File: config.mk
export PLATFORM = sky130hd
export DESIGN_NAME = imem_arbiter
export DESIGN_NICKNAME = d
export VERILOG_FILES = /design/src/rtl/imem_pkg.sv /design/src/rtl/imem_arbiter.sv
export SDC_FILE = /design/constraint.sdc
export NUM_CORES = 1
export LEC_CHECK = 0
export ABC_AREA = 1
export CAP_MARGIN = 20
export CORE_MARGIN = 5
export CORE_UTILIZATION = 36
export CTS_CLUSTER_DIAMETER = 30
export DETAILED_ROUTE_END_ITERATION = 7
export GPL_TIMING_DRIVEN = 0
export PLACE_DENSITY = 0.95
export SYNTH_ARGS = -nofsm -noshare
export SYNTH_HDL_FRONTEND = slang
export SYNTH_SLANG_ARGS = --single-unit
File: constraint.sdc
create_clock -name clk_i -period 5.7 [get_ports clk_i]
set_input_delay 0.57 -clock clk_i [delete_from_list [all_inputs] [get_ports clk_i]]
set_output_delay 0.57 -clock clk_i [all_outputs]
set_load 0.02 [all_outputs]
File: src/rtl/imem_pkg.sv
// Shared types and defaults for the instruction/data memory arbiter.
package imem_pkg;

    // Which port owns the read currently returning from the memory.
    typedef enum logic [1:0] {
        OWN_NONE  = 2'd0,
        OWN_FETCH = 2'd1,
        OWN_LOAD  = 2'd2
    } owner_t;

    // Denied fetch cycles tolerated before fetch is forced to win.
    localparam int MAX_WAIT_DEFAULT = 4;

endpackage

File: src/rtl/imem_arbiter.sv
// Two-port arbiter (instruction fetch, load/store) in front of a single
// external synchronous-read memory with one-cycle read latency.
// Load has priority; a starvation counter forces a fetch grant after
// MAX_WAIT consecutive denied fetch cycles.
// Optional feature: define IMEM_ARB_ERR_EN to flag misaligned or
// out-of-range requests (granted, memory not enabled, error response).
module imem_arbiter
    import imem_pkg::*;
#(
    parameter int MEM_SIZE = 1024,
    parameter int MAX_WAIT = MAX_WAIT_DEFAULT
) (
    input  logic                        clk_i,
    input  logic                        rst_i,

    input  logic                        fetch_req_i,
    input  logic [31:0]                 fetch_addr_i,
    output logic                        fetch_gnt_o,
    output logic                        fetch_rvalid_o,
    output logic [31:0]                 fetch_rdata_o,
    output logic                        fetch_err_o,

    input  logic                        load_req_i,
    input  logic                        load_we_i,
    input  logic [31:0]                 load_addr_i,
    input  logic [31:0]                 load_wdata_i,
    output logic                        load_gnt_o,
    output logic                        load_rvalid_o,
    output logic [31:0]                 load_rdata_o,
    output logic                        load_err_o,

    output logic                        mem_en_o,
    output logic                        mem_we_o,
    output logic [$clog2(MEM_SIZE)-1:0] mem_addr_o,
    output logic [31:0]                 mem_wdata_o,
    input  logic [31:0]                 mem_rdata_i
);

    localparam int AW = $clog2(MEM_SIZE);
    localparam int CW = $clog2(MAX_WAIT + 1);
    localparam logic [CW-1:0] WAIT_MAX = CW'(MAX_WAIT);

    logic [CW-1:0] starv_q, starv_d;
    owner_t        owner_q, owner_d;
    logic          rsp_err_q, rsp_err_d;
    logic          rsp_wr_q, rsp_wr_d;
    logic [31:0]   fetch_hold_q, load_hold_q;
    logic [31:0]   rsp_data;

    logic          fetch_gnt, load_gnt;
    logic          fetch_bad, load_bad;

`ifdef IMEM_ARB_ERR_EN
    localparam logic [32:0] ADDR_LIMIT = 33'(4 * MEM_SIZE);

    function automatic logic addr_bad(input logic [31:0] a);
        return (a[1:0] != 2'b00) || ({1'b0, a} >= ADDR_LIMIT);
    endfunction

    assign fetch_bad = addr_bad(fetch_addr_i);
    assign load_bad  = addr_bad(load_addr_i);
`else
    // Without checking, the word index simply truncates the byte address.
    logic unused_addr_bits;
    assign unused_addr_bits = ^{fetch_addr_i[31:AW+2], fetch_addr_i[1:0],
                                load_addr_i[31:AW+2],  load_addr_i[1:0]};
    assign fetch_bad = 1'b0;
    assign load_bad  = 1'b0;
`endif

    // Same-cycle grant: load wins unless fetch has starved for MAX_WAIT cycles.
    always_comb begin
        load_gnt  = 1'b0;
        fetch_gnt = 1'b0;
        if (!rst_i) begin
            if (load_req_i && !(fetch_req_i && (starv_q == WAIT_MAX))) begin
                load_gnt = 1'b1;
            end else if (fetch_req_i) begin
                fetch_gnt = 1'b1;
            end
        end
    end

    assign fetch_gnt_o = fetch_gnt;
    assign load_gnt_o  = load_gnt;

    // Steer the granted port onto the memory; flagged requests never reach it.
    always_comb begin
        mem_en_o    = 1'b0;
        mem_we_o    = 1'b0;
        mem_addr_o  = '0;
        mem_wdata_o = '0;
        if (load_gnt) begin
            mem_en_o    = ~load_bad;
            mem_we_o    = load_we_i & ~load_bad;
            mem_addr_o  = load_addr_i[2 +: AW];
            mem_wdata_o = load_wdata_i;
        end else if (fetch_gnt) begin
            mem_en_o    = ~fetch_bad;
            mem_addr_o  = fetch_addr_i[2 +: AW];
        end
    end

    // Starvation count: grows while fetch is refused, clears otherwise.
    always_comb begin
        starv_d = '0;
        if (fetch_req_i && !fetch_gnt) begin
            starv_d = (starv_q == WAIT_MAX) ? starv_q : starv_q + 1'b1;
        end
    end

    // Decide who owns next cycle's response; a clean write needs none.
    always_comb begin
        owner_d   = OWN_NONE;
        rsp_err_d = 1'b0;
        rsp_wr_d  = 1'b0;
        if (fetch_gnt) begin
            owner_d   = OWN_FETCH;
            rsp_err_d = fetch_bad;
        end else if (load_gnt) begin
            if (!load_we_i) begin
                owner_d   = OWN_LOAD;
                rsp_err_d = load_bad;
            end else if (load_bad) begin
                owner_d   = OWN_LOAD;
                rsp_err_d = 1'b1;
                rsp_wr_d  = 1'b1;
            end
        end
    end

    // Owner and starvation registers; reset drops any read in flight.
    always_ff @(posedge clk_i or posedge rst_i) begin
        if (rst_i) begin
            owner_q   <= OWN_NONE;
            rsp_err_q <= 1'b0;
            rsp_wr_q  <= 1'b0;
            starv_q   <= '0;
        end else begin
            owner_q   <= owner_d;
            rsp_err_q <= rsp_err_d;
            rsp_wr_q  <= rsp_wr_d;
            starv_q   <= starv_d;
        end
    end

    assign fetch_rvalid_o = (owner_q == OWN_FETCH);
    assign load_rvalid_o  = (owner_q == OWN_LOAD) && !rsp_wr_q;
    assign rsp_data       = rsp_err_q ? 32'h0 : mem_rdata_i;

`ifdef IMEM_ARB_ERR_EN
    assign fetch_err_o = (owner_q == OWN_FETCH) && rsp_err_q;
    assign load_err_o  = (owner_q == OWN_LOAD) && rsp_err_q;
`else
    assign fetch_err_o = 1'b0;
    assign load_err_o  = 1'b0;
`endif

    // Keep the last returned word on each port while its rvalid is low.
    always_ff @(posedge clk_i or posedge rst_i) begin
        if (rst_i) begin
            fetch_hold_q <= '0;
            load_hold_q  <= '0;
        end else begin
            if (fetch_rvalid_o) fetch_hold_q <= rsp_data;
            if (load_rvalid_o)  load_hold_q  <= rsp_data;
        end
    end

    assign fetch_rdata_o = fetch_rvalid_o ? rsp_data : fetch_hold_q;
    assign load_rdata_o  = load_rvalid_o  ? rsp_data : load_hold_q;

endmodule

# ---- Word-level counts from Yosys, hierarchy flattened
# Index checks and enable logic that the tools add are counted.
dict set report totals {
  input_bits 133
  output_inout_bits 114
  register_bits 69
  elab_cells 32
}
dict set report classes {
  muxes 18
  n_eq_ne 4
  reduce_logical 5
  n_addsub 1
}
# cell count
set op_table {}
lappend op_table {{$mux W32} 3}
lappend op_table {{$mux W10} 2}
lappend op_table {{$mux W1} 8}
lappend op_table {{$mux W2} 3}
lappend op_table {{$mux W3} 2}
lappend op_table {{$add A3 B1 Y3 const B} 1}
lappend op_table {{$eq A3 B3 Y1 const B} 1}
lappend op_table {{$logic_and A1 B1 Y1} 3}
lappend op_table {{$eq A2 B1 Y1 const B} 1}
lappend op_table {{$eq A2 B2 Y1 const B} 1}
lappend op_table {{$logic_not A1 Y1} 2}
lappend op_table {{$ne A2 B2 Y1 const B} 1}

# ---- Depth between registers and ports, before layout
dict set report logic_depth {
  depth_word 9
  ltp_mapped 9
  depth_no_buf 8
}

# ---- Worst setup path before layout
# Ideal clock, no wire load.
dict set report synth_timing {
  path_kind {in2reg}
  startpoint {in rst_i}
  endpoint {reg starv_q[0]}
  arrival_ns 2.353
  path_slack_ns 3.219
  cell_stages 4
  n_path_buf 0
  required_ns 5.573
  setup_ns 0.127
  cell_sequence {inv_1 > nor2_1 > nand2_1 > o21ai_0}
}
dict set report synth_via {
  elab_chain_len 4
  elab_cells_between_ends 5
  classes_between {eq/ne (1); mux (2); reduce/logical (2)}
}
# element line_no
set synth_rtl {}
lappend synth_rtl {{from (decl)} imem_arbiter.sv:14} ;# input logic rst_i,
lappend synth_rtl {{$mux W1 *} imem_arbiter.sv:75} ;# if (!rst_i) begin
lappend synth_rtl {{$logic_not A1 Y1 *} imem_arbiter.sv:107} ;# if (fetch_req_i && !fetch_gnt) begin
lappend synth_rtl {{$logic_and A1 B1 Y1 *} imem_arbiter.sv:107}
lappend synth_rtl {{$ne A2 B2 Y1 (no source line) / $mux W3 (equally long branches)} -}
lappend synth_rtl {{to (signal assigned)} imem_arbiter.sv:143} ;# starv_q <= starv_d;
lappend synth_rtl {{to (decl)} imem_arbiter.sv:43} ;# logic [CW-1:0] starv_q, starv_d;
# Mark *: on every way between the ends. The rest lies on a longest branch, timed or not.
# A chain may end at the register's enable or synchronous reset.

# ---- Final worst setup path
dict set report layout_timing {
  startpoint {in fetch_req_i}
  endpoint {out mem_wdata_o[30]}
}
dict set report layout_via {
  elab_chain_len 6
}
# element line_no
set layout_rtl {}
lappend layout_rtl {{from (decl)} imem_arbiter.sv:16} ;# input logic fetch_req_i,
lappend layout_rtl {{$logic_and A1 B1 Y1} imem_arbiter.sv:76} ;# if (load_req_i && !(fetch_req_i && (starv_q == WAIT_MAX))) begin
lappend layout_rtl {{$logic_not A1 Y1} imem_arbiter.sv:76}
lappend layout_rtl {{$logic_and A1 B1 Y1} imem_arbiter.sv:76}
lappend layout_rtl {{$mux W1} imem_arbiter.sv:76}
lappend layout_rtl {{$mux W1} imem_arbiter.sv:75}
lappend layout_rtl {{$mux W32} imem_arbiter.sv:93} ;# if (load_gnt) begin
lappend layout_rtl {{to (decl)} imem_arbiter.sv:35} ;# output logic [31:0] mem_wdata_o,
# Every way passes these cells.

==> flow_summary_export.csv <==
group,metric,value,unit
die,coreArea,0.00872,mm²
power,peakVddDrop,0.148,mV
setup_path,cp-start-kind,"primary input",
power,leakage,2.74,nW
timing,period_share,52.8,%
synth,synth-simple-area-share,17.4,%
synth,synth_cell_types,21,
die,die_h,104,µm
route,vias_per_cell,4.64,
timing,drv_slew,0,
route,vias,3276,
synth,netlist_area,0.00321,mm²
synth,synthMuxAreaShare,0,%
timing,worstMarginPinSlew,0.623,ns
place,placed_cell_area,0.00537,mm²
setup_path,timing.rr.end,"fetch_hold_q[14]",
global_route,grt_pass1_wl,19100,µm
clocking,cts_made_buffers,9,
timing,rsz0062_at_grt,"no",
setup_path,critPathKind,"primary input to primary output",
setup_path,worstPathArrival,2.44,ns
route,drt-total-wl,12000,µm
die,ios,247,
hold_path,hold_end,"load_hold_q[17]",
clocking,ctsResizeCount,0,
clocking,cts_root_buffer,"clkbuf_8",
global_route,antenna_found_initial,0,
timing,fmax,0.332,GHz
clocking,cts.path.max_buffers,2,
outcome,status,"complete, no violations",
die,die_w,104,µm
setup_path,crit_chain,"clkdlybuf4s50_1, nand3_2, nand2_2, nor2_4, inv_4, buf_6, nor2_1, clkdlybuf4s50_1",
route,drc,0,
clocking,htree_num_levels,3,
hold_path,worstHoldPathType,"flip-flop to flip-flop",
power,power.share.sequential,36.6,%
hold_path,holdPathStages,2,
global_route,grtUsageTotal,22.0,%
flow_run,maxCapViolCount,0,
setup_path,slowest_delay,0.67,ns
place,hpwl,9810,µm
synth,ys.flop_type,"dfrtp_1",
timing,setup_violations,0,
setup_path,worstPathRequired,5.13,ns
timing,clock_skew,0.0199,ns
clocking,path_clk_slew,0.07,ns
clocking,cts_tree,"yes",
power,clkPwrFrac,24.3,%
synth,synth_compound_area_share,13.2,%
synth,syn_inst,380,
synth,ys_seq_area_share,53.8,%
setup_path,crit_buf_inv,4,
synth,async_flop_share,100,%
global_route,grt_max_degree,42,
clocking,clock_latency,0.34,ns
place,gp_congestion,0.916,
setup_path,path_delay_family,"buffers and inverters",
clocking,clkSinkCount,69,
layout,fin_nets,728,
die,start_util,36.8,%
route,drt_iter0_markers,115,
place,io_buffers,200,
layout,diodes,0,
synth,avgSynthCellArea,8.45,µm²
clocking,postCtsHoldBufs,0,
power,netSwitchingFraction,34.5,%
power,power.internal,0.00110,W
power,p_comb_share,39.0,%
synth,synth_xor_area_share,0.273,%
setup_path,crit_top_cell,"clkdlybuf4s50_1",
timing,period_needed,3.01,ns
clocking,post-cts-setup-buffers,0,
route,wire_per_inst,17.0,µm
layout,finish.instance_area,0.00558,mm²
setup_path,r2r_start,"owner_q[0]",
setup_path,rrSetupSlack,4.21,ns
synth,synth_fa_ha_area_share,0.779,%
layout,area_growth,73.6,%
global_route,gr-total-overflow,0,
timing,slew_headroom,58.4,%
route,ant_nets,0,
die,dieArea,0.0109,mm²
synth,synth_top_family_by_area,"simple AND/OR/NAND/NOR gates",
setup_path,worst_path_max_delay_cell,"clkdlybuf4s50_1",
synth,ys_seq_elements,69,
timing,tns,0,ns
setup_path,crit_path_end_kind,"primary output",
timing,finalHoldViolCount,0,
route,dr.pass1.iters,4,
synth,yosys_warnings,0,
global_route,grt_pass1_vias,3614,
hold_path,min_from,"load_hold_q[17]",
setup_path,reg2reg_depth,4,
setup_path,cp_max_fo,10,
layout,layout-drive-gt1-share,10.5,%
power,p_sw,0.000578,W
die,rows,34,
synth,synth_edf_count,0,
power,cellPowerDensity,301,mW/mm²
tightest hold or removal path, delay by kind of cell (launching register included):
family	cells	cell delay, ns
flip-flops	1	0.33
AND/OR/NAND/NOR	1	0.06
AO/OA/AOI/OAI	1	0.06
metal layers:
layer / GRT usage [%] / routed length [µm] / part of all wire (%)
met3: 8.69 / 1020 / 8.5
met5: 0 / 0 / 0
met2: 41.4 / 6410 / 54
met4: 8.33 / 456 / 3.8
met1: 21.2 / 4090 / 34
cell type report:
| cell class | count | area (µm²) |
|---|---|---|
| plain buffers | 21 | 178 |
| flip-flops and latches | 69 | 1730 |
| clock buffers | 9 | 124 |
| repair buffers | 201 | 2020 |
| clock inverters | 7 | 80.1 |
| fillers | 715 | 3140 |
| inverters | 76 | 288 |
| well taps | 108 | 135 |
| multi-input cells | 215 | 1020 |
synthesized netlist by cell type, types with 2 or more instances:
cell	n	share of area (%)
buf_2	4	0.62
buf_4	3	0.70
buf_6	8	2.8
buf_8	2	0.93
clkbuf_1	4	0.47
dfrtp_1	69	54
ha_1	2	0.78
inv_1	75	8.8
nand2_1	100	12
nand2_2	2	0.39
nor2_1	38	4.4
o21ai_0	34	5.3
o21ai_1	9	1.4
o21ai_2	23	6.3
state kept, by name, indices dropped and copies added (netlist names):
register / flops
starv_q: 3
owner_q: 2
fetch_hold_q: 32
load_hold_q: 32
placed cells by master (no fill, tap or decap), types with 3 or more instances in the layout:
| cell type | count |
|---|---|
| clkdlybuf4s50_1 | 200 |
| nand2_1 | 100 |
| inv_1 | 74 |
| dfrtp_1 | 69 |
| nor2_1 | 38 |
| o21ai_0 | 34 |
| o21ai_2 | 23 |
| o21ai_1 | 9 |
| clkbuf_8 | 9 |
| buf_6 | 8 |
| clkbuf_1 | 4 |
| buf_2 | 4 |
| buf_4 | 3 |
| inv_6 | 3 |
per-stage QoR:
step	worst slack [ns]	power [W]	utilization [%]	hold WS, ns	std cells
6_report	2.69	0.00168	63.9	0.476	706
5_1_grt	2.58	0.00176	63.9	0.500	706
4_1_cts	2.68	0.00169	63.9	0.476	706
3_5_place_dp	2.68	0.00128	61.6	0.459	690
3_3_place_gp	2.20	0.00126	61.4	0.451	689
2_1_floorplan	3.22	0.000932	-	0.478	381
how the worst max path moves through the flow:
stage / startpoint / end / slack, ns / cells after the start
3_3_place_gp: rst_i / starv_q[1] / 2.20 / 5
3_5_place_dp: fetch_req_i / mem_wdata_o[30] / 2.68 / 8
4_1_cts: fetch_req_i / mem_wdata_o[30] / 2.68 / 8
6_report: fetch_req_i / mem_wdata_o[30] / 2.69 / 8
5_1_grt: fetch_req_i / mem_wdata_o[30] / 2.58 / 8
2_1_floorplan: rst_i / starv_q[0] / 3.22 / 4
power groups by stage:
stage | sequential [W] | clock, W | combinational (W)
after floorplan | 0.000615 | 0 | 0.000317
after global placement | 0.000618 | 0 | 0.000639
after detailed placement | 0.000624 | 0 | 0.000656
after CTS | 0.000614 | 0.000420 | 0.000660
after global routing | 0.000622 | 0.000445 | 0.000695
final | 0.000614 | 0.000408 | 0.000654
logic make-up after synthesis:
| group | after synthesis |
|---|---|
| and+or+nand+nor | 143 |
| other | 1 |
| xor gates and xnor gates | 1 |
| AOI/OAI and AO/OA | 67 |
| DFF | 69 |
| buffers and inverters | 97 |
| adders and majority gates | 2 |
No activity file was read; power rests on OpenSTA's default activity.
